### config.mk
export PLATFORM = sky130hd
export DESIGN_NAME = mem_stage_access_ctrl
export DESIGN_NICKNAME = d
export VERILOG_FILES = /design/src/rtl/mem_stage_pkg.sv /design/src/rtl/mem_wb_result_mux.sv /design/src/rtl/mem_stage_access_ctrl.sv
export SDC_FILE = /design/constraint.sdc
export NUM_CORES = 1
export LEC_CHECK = 0
export CAP_MARGIN = 5
export CORE_ASPECT_RATIO = 0.6
export CORE_MARGIN = 4
export CORE_UTILIZATION = 30
export DETAILED_ROUTE_END_ITERATION = 8
export DONT_BUFFER_PORTS = 1
export PLACE_DENSITY = 0.5
export SYNTH_ARGS = -nofsm -noshare
export SYNTH_HDL_FRONTEND = slang
export SYNTH_HIERARCHICAL = 1
export SYNTH_SLANG_ARGS = --single-unit
### constraint.sdc
create_clock -name clk -period 4.7 [get_ports clk]
set_clock_uncertainty 0.05 [all_clocks]
set_input_delay 0.94 -clock clk [delete_from_list [all_inputs] [get_ports clk]]
set_output_delay 0.94 -clock clk [all_outputs]
set_load 0.03 [all_outputs]
### src/rtl/mem_stage_pkg.sv
// Shared types and constants for the memory stage.
// Latency: n/a (declarations only).
// Backpressure: n/a.
package mem_stage_pkg;

  localparam int DATA_W = 16;

  typedef enum logic {
    IDLE = 1'b0,
    REQ  = 1'b1
  } state_t;

  localparam logic [1:0] WB_ALU   = 2'b00;
  localparam logic [1:0] WB_MEM   = 2'b01;
  localparam logic [1:0] WB_SHIFT = 2'b10;
  localparam logic [1:0] WB_LINK  = 2'b11;

  // Snapshot of the EX/MEM fields needed to finish an access and write back.
  typedef struct packed {
    logic              reg_write;
    logic [DATA_W-1:0] link_pc;
    logic              we;
    logic [1:0]        wb_sel;
    logic [DATA_W-1:0] alu;
    logic [DATA_W-1:0] shift;
    logic [3:0]        wr_addr;
    logic [DATA_W-1:0] wdata;
  } exmem_t;

endpackage

### src/rtl/mem_wb_result_mux.sv
// Write-back data select between ALU, memory, shifter and link PC.
// Latency: combinational.
// Backpressure: none; pure datapath.
module mem_wb_result_mux
  import mem_stage_pkg::*;
(
  input  logic [1:0]        sel,
  input  logic [DATA_W-1:0] alu,
  input  logic [DATA_W-1:0] mem,
  input  logic [DATA_W-1:0] shift,
  input  logic [DATA_W-1:0] link,
  output logic [DATA_W-1:0] result
);

  // 4:1 select on the write-back code.
  always_comb begin
    result = alu;
    unique case (sel)
      WB_ALU:   result = alu;
      WB_MEM:   result = mem;
      WB_SHIFT: result = shift;
      WB_LINK:  result = link;
      default:  result = alu;
    endcase
  end

endmodule

### src/rtl/mem_stage_access_ctrl.sv
// MEM stage: runs loads/stores on a ready-handshaked dmem and registers MEM/WB.
// Latency: 1 edge for non-memory ops; 2 edges plus wait cycles for accesses.
// Backpressure: stall holds upstream while an access is outstanding; timeout aborts it.
module mem_stage_access_ctrl
  import mem_stage_pkg::*;
#(
  parameter int MEM_TIMEOUT = 15
) (
  input  logic              clk,
  input  logic              reset,
  input  logic              RegWrite_n,
  input  logic [DATA_W-1:0] link_pc_n,
  input  logic              mem_read_n,
  input  logic              mem_write_n,
  input  logic [1:0]        write_back_n,
  input  logic [DATA_W-1:0] ALU_output_n,
  input  logic [DATA_W-1:0] shift_output_n,
  input  logic [3:0]        write_address_n,
  input  logic [DATA_W-1:0] data_memory_write_n,
  output logic              dmem_req,
  output logic              dmem_we,
  output logic [DATA_W-1:0] dmem_addr,
  output logic [DATA_W-1:0] dmem_wdata,
  input  logic              dmem_ready,
  input  logic [DATA_W-1:0] dmem_rdata,
  output logic              stall,
  output logic              RegWrite_wb,
  output logic [3:0]        write_address_wb,
  output logic [DATA_W-1:0] write_data_wb,
  output logic              mem_err
);

  localparam logic [7:0] TMO = 8'(MEM_TIMEOUT);

  state_t            state;
  logic [7:0]        wait_cnt;
  exmem_t            hold;
  exmem_t            live;
  exmem_t            src;
  logic              access;
  logic              tmo_hit;
  logic [DATA_W-1:0] wb_data;

  // A store wins when both read and write are flagged; only we is kept.
  assign access  = mem_read_n | mem_write_n;
  assign tmo_hit = (wait_cnt == TMO);

  // Gather the live EX/MEM fields into one word.
  always_comb begin
    live           = '0;
    live.reg_write = RegWrite_n;
    live.link_pc   = link_pc_n;
    live.we        = mem_write_n;
    live.wb_sel    = write_back_n;
    live.alu       = ALU_output_n;
    live.shift     = shift_output_n;
    live.wr_addr   = write_address_n;
    live.wdata     = data_memory_write_n;
  end

  // Single result mux: live fields while idle, held fields while a request is out.
  assign src = (state == REQ) ? hold : live;

  mem_wb_result_mux u_wb_mux (
    .sel    (src.wb_sel),
    .alu    (src.alu),
    .mem    (dmem_rdata),
    .shift  (src.shift),
    .link   (src.link_pc),
    .result (wb_data)
  );

  // Request bus comes straight from the snapshot so it cannot move mid-access.
  assign dmem_we    = hold.we;
  assign dmem_addr  = hold.alu;
  assign dmem_wdata = hold.wdata;

  // Stall while an access is being issued or waited on; released in the
  // completion or abort cycle, and forced low while reset is asserted.
  assign stall = reset & ((state == IDLE) ? access : (~dmem_ready & ~tmo_hit));

  // Access FSM with registered request, MEM/WB fields and sticky error.
  always_ff @(posedge clk or negedge reset) begin
    if (!reset) begin
      state            <= IDLE;
      wait_cnt         <= '0;
      hold             <= '0;
      dmem_req         <= 1'b0;
      RegWrite_wb      <= 1'b0;
      write_address_wb <= '0;
      write_data_wb    <= '0;
      mem_err          <= 1'b0;
    end else begin
      unique case (state)
        IDLE: begin
          if (access) begin
            hold        <= live;
            dmem_req    <= 1'b1;
            RegWrite_wb <= 1'b0;
            state       <= REQ;
          end else begin
            RegWrite_wb      <= RegWrite_n;
            write_address_wb <= write_address_n;
            write_data_wb    <= wb_data;
          end
        end
        REQ: begin
          if (dmem_ready) begin
            RegWrite_wb      <= hold.reg_write;
            write_address_wb <= hold.wr_addr;
            write_data_wb    <= wb_data;
            dmem_req         <= 1'b0;
            wait_cnt         <= '0;
            state            <= IDLE;
          end else if (tmo_hit) begin
            RegWrite_wb      <= 1'b0;
            write_address_wb <= hold.wr_addr;
            write_data_wb    <= wb_data;
            dmem_req         <= 1'b0;
            mem_err          <= 1'b1;
            wait_cnt         <= '0;
            state            <= IDLE;
          end else begin
            RegWrite_wb <= 1'b0;
            wait_cnt    <= wait_cnt + 8'd1;
          end
        end
        default: state <= IDLE;
      endcase
    end
  end

endmodule

==> summary.txt <==
Cells and area
  – Filler Cell Count: 1767
  – Layout area overhead: 4.53%
  – Fin nets: 573
  – Sequential Area: 2600 um^2
  – Layout cells sized above 1: 21.2%
  – Multi-input gate area: 2370 um^2

Timing
  – Worst rel slew slack: 38.0%
  – Fmax: 298 MHz
  – Hold Vio Cnt, Final: 0
  – Slew Limit Fails: 0
  – Post-route minimum period: 3.36 ns
  – RSZ-0062 raised after global routing: no
  – Setup tns final: 0 ns
  – Fin crit share: 71.5%
  – Hold slack: 0.240 ns
  – Setup Viol. Count Final: 0
  – Worst Tran Pin Value: 0.927 ns

Route
  – DR vias/cell: 4.79
  – DR vias: 3452
  – # DRC: 0
  – Routed WL: 13000 um
  – Pre-antenna DRT Iters: 4
  – Final ANT Viol Nets: 0
  – Iter 0 DRT Violations: 168
  – Drt wl/cell: 18.0 um

Power
  – Power Density: 666 nW/um^2
  – Leak pwr: 2.65 nW
  – VDD IR max: 192 uV

Placement
  – Gp weighted congestion: 0.800
  – Detailed placer's ending HPWL: 8820 um
  – IO Port Bufs: 0

Clocking
  – CTS tree: built
  – Max Buffers Root-to-Sink: 2
  – Post-CTS Setup Bufs: 0
  – CTS Root Cell: clkbuf_16
  – CTS hold repair buffers: 0
  – Clock slew at reported path FFs: 0.07 ns
  – CTS buffer count: 9
  – Skew-Pair Late Insertion Delay: 0.35 ns
  – H-tree Lvls: 3
  – Cts repair resizes: 0
  – Clk sinks: 104

Critical path
  – Critical path endpoint category: output port
  – Buffers and inverters on the worst path: 0
  – Worst Path Max Fanout: 18
  – CP peak stage delay: 0.47 ns
  – Setup CP Type: reg -> out
  – Critical Path AT: 2.37 ns
  – Top Family by Delay on Critical Path: simple AND/OR/NAND/NOR gates
  – Crit-path cells: or3_4, o31ai_4, nand2_4, and2_1
  – Req. time, crit path: 3.71 ns
  – Critical Path Start Type: flop
  – CP max-delay cell: o31ai_4

Die
  – Die Y: 112 um
  – DIE AREA: 20200 um^2
  – Site Rows: 37
  – Starting Density: 31.0%
  – I/O pin cnt: 149
  – Die W: 181 um
  – CORE AREA: 17400 um^2

Global route
  – GRT Util Overall: 12.9%
  – Busiest layer in global routing: met2
  – Vias in the first global route: 3541
  – Grt ovf: 0
  – Met1 Use GR: 17.1%
  – Largest net degree at the start of global routing: 106
  – Met3 Use GR: 7.12%
  – Initial antenna violation count: 3
  – Met2 Use GR: 18.6%
  – First-pass GRT wire length: 20700 um

Status
  – Status: complete, no violations

Synthesis
  – Ys Warns: 6
  – Number of synthesized flops with an enable pin: 0
  – Synth Area in XOR/XNOR: 0%
  – Post-synthesis sequential area ratio: 48.4%
  – Top cell type's share of synthesized area: 48.4%
  – Largest family of logic cells by synthesized area: multiplexers
  – Synth Area in Adders: 0.233%
  – Synth Area in Compound Gates: 3.35%
  – Synth area leaders: dfrtp_1 (48%), nand2_1 (15%), mux2_2 (13%), buf_4 (4.5%), mux4_2 (4.2%)
  – Syn_area_per_cell: 10.2 um^2
  – FF+latch count, synth: 104
  – Mapped Area: 5380 um^2
  – Async set-reset flop share out of synthesis: 100%
  – Syn Inst Count: 528
  – Simple-Gate Fraction of Synth Area: 17.5%
  – Synth area leader: dfrtp_1
  – Most used DFF post-synth: dfrtp_1
  – Net Count, Synth: 621
  – Mux cell area share after synthesis: 22.8%
  – Yosys cell types: 37

Hold path
  – Worst min-delay path category: in -> async

Job
  – MaxCap Viol Count: 0
-- registers in the layout (all words and copies together) (netlist names) --
signal and count:
dmem_wdata 16, mem_err 1, dmem_we 1, dmem_addr 16
wait_cnt 8, hold 39, dmem_req 1, write_data_wb 16
write_address_wb 4, RegWrite_wb 1, state 1
-- placed cells by master, fill, tap and decap left out, types with 2 or more instances in the layout --
| master | count |
|---|---|
| mux2_2 | 60 |
| clkbuf_16 | 9 |
| diode_2 | 2 |
| nand3_1 | 4 |
| mux4_1 | 6 |
| nand4_1 | 2 |
| inv_6 | 3 |
| mux4_2 | 10 |
| mux2_4 | 8 |
| o21ai_0 | 3 |
| nand2_1 | 216 |
| a31oi_1 | 5 |
| nor2b_1 | 3 |
| o22ai_1 | 5 |
| dfrtp_1 | 103 |
| a21oi_1 | 8 |
| nor2_1 | 3 |
| buf_4 | 3 |
| inv_1 | 8 |
| mux2i_1 | 5 |
-- synthesized netlist by cell type, types with 2 or more instances --
cell / number
o22ai_1: 5
clkbuf_1: 23
mux4_2: 10
nor2b_1: 3
mux2_4: 8
buf_6: 2
mux2_2: 60
nand4_1: 2
mux4_1: 6
mux2i_1: 5
nor2_1: 4
nand2_1: 216
dfrtp_1: 104
buf_2: 3
buf_4: 32
a31oi_1: 5
nand3_1: 4
o21ai_0: 3
a21oi_1: 8
inv_1: 8
-- cells by family (layout without fill, tap and decap cells) --
group                    after synthesis  count (layout)
AO/OA/AOI/OAI                         27              27
adder cells (fa/ha/maj)                1               1
buffers and inverters                 70              27
flip-flops                           104             104
multiplexers                          89              89
other                                  0               2
AND/OR/NAND/NOR                      237             237
-- worst paths after layout --
check,start,end,slack (ns),cells after the start
setup / recovery,wait_cnt[5]$_DFFE_PN0P_,stall,1.34,4
hold / removal,reset,dmem_addr[15]$_DFFE_PN0P_,0.24,0
setup reg to reg,state$_DFF_PN0_,write_data_wb[15]$_DFFE_PN0P_,1.60,4
hold reg to reg,hold[70]$_DFFE_PN0P_,hold[70]$_DFFE_PN0P_,0.42,2
max in group asynchronous,reset,hold[61]$_DFFE_PN0P_,4.16,0
min in group clk,hold[70]$_DFFE_PN0P_,hold[70]$_DFFE_PN0P_,0.42,2
-- stage by stage --
step | setup slack [ns] | std cells | power (mW) | area [um^2] | util, %
5_1_grt | 1.17 | 719 | 3.99 | 5620 | 32.4
6_report | 1.34 | 721 | 3.75 | 5630 | 32.4
3_3_place_gp | 1.59 | 703 | 2.95 | 5320 | 30.6
2_1_floorplan | 1.68 | 528 | 2.90 | 5380 | -
4_1_cts | 1.31 | 719 | 3.80 | 5620 | 32.4
3_5_place_dp | 1.53 | 703 | 3.00 | 5320 | 30.6
-- final cells by class --
type | count | area share [%]
Sequential cell | 104 | 46.3
Multi-Input combinational cell | 354 | 42.1
Tap cell | 234 | 5.20
Clock buffer | 9 | 4.00
Clock inverter | 7 | 1.38
Inverter | 8 | 0.534
Timing Repair Buffer | 3 | 0.400
Antenna cell | 2 | 0.0890
-- power by group --
part           switching [mW]  internal, mW  leakage (nW)
sequential              0.679          1.23          1.28
clock                   0.365         0.420         0.147
combinational           0.491         0.561          1.23
total                    1.54          2.21          2.65
-- per-layer routing --
metal / up-vias / part of all wire [%]
li1: 1629 / -
met1: 1685 / 45
met2: 118 / 42
met3: 16 / 12
met4: 4 / 1.0
met5: - / 0.15
(Power assumes the default switching activity.)
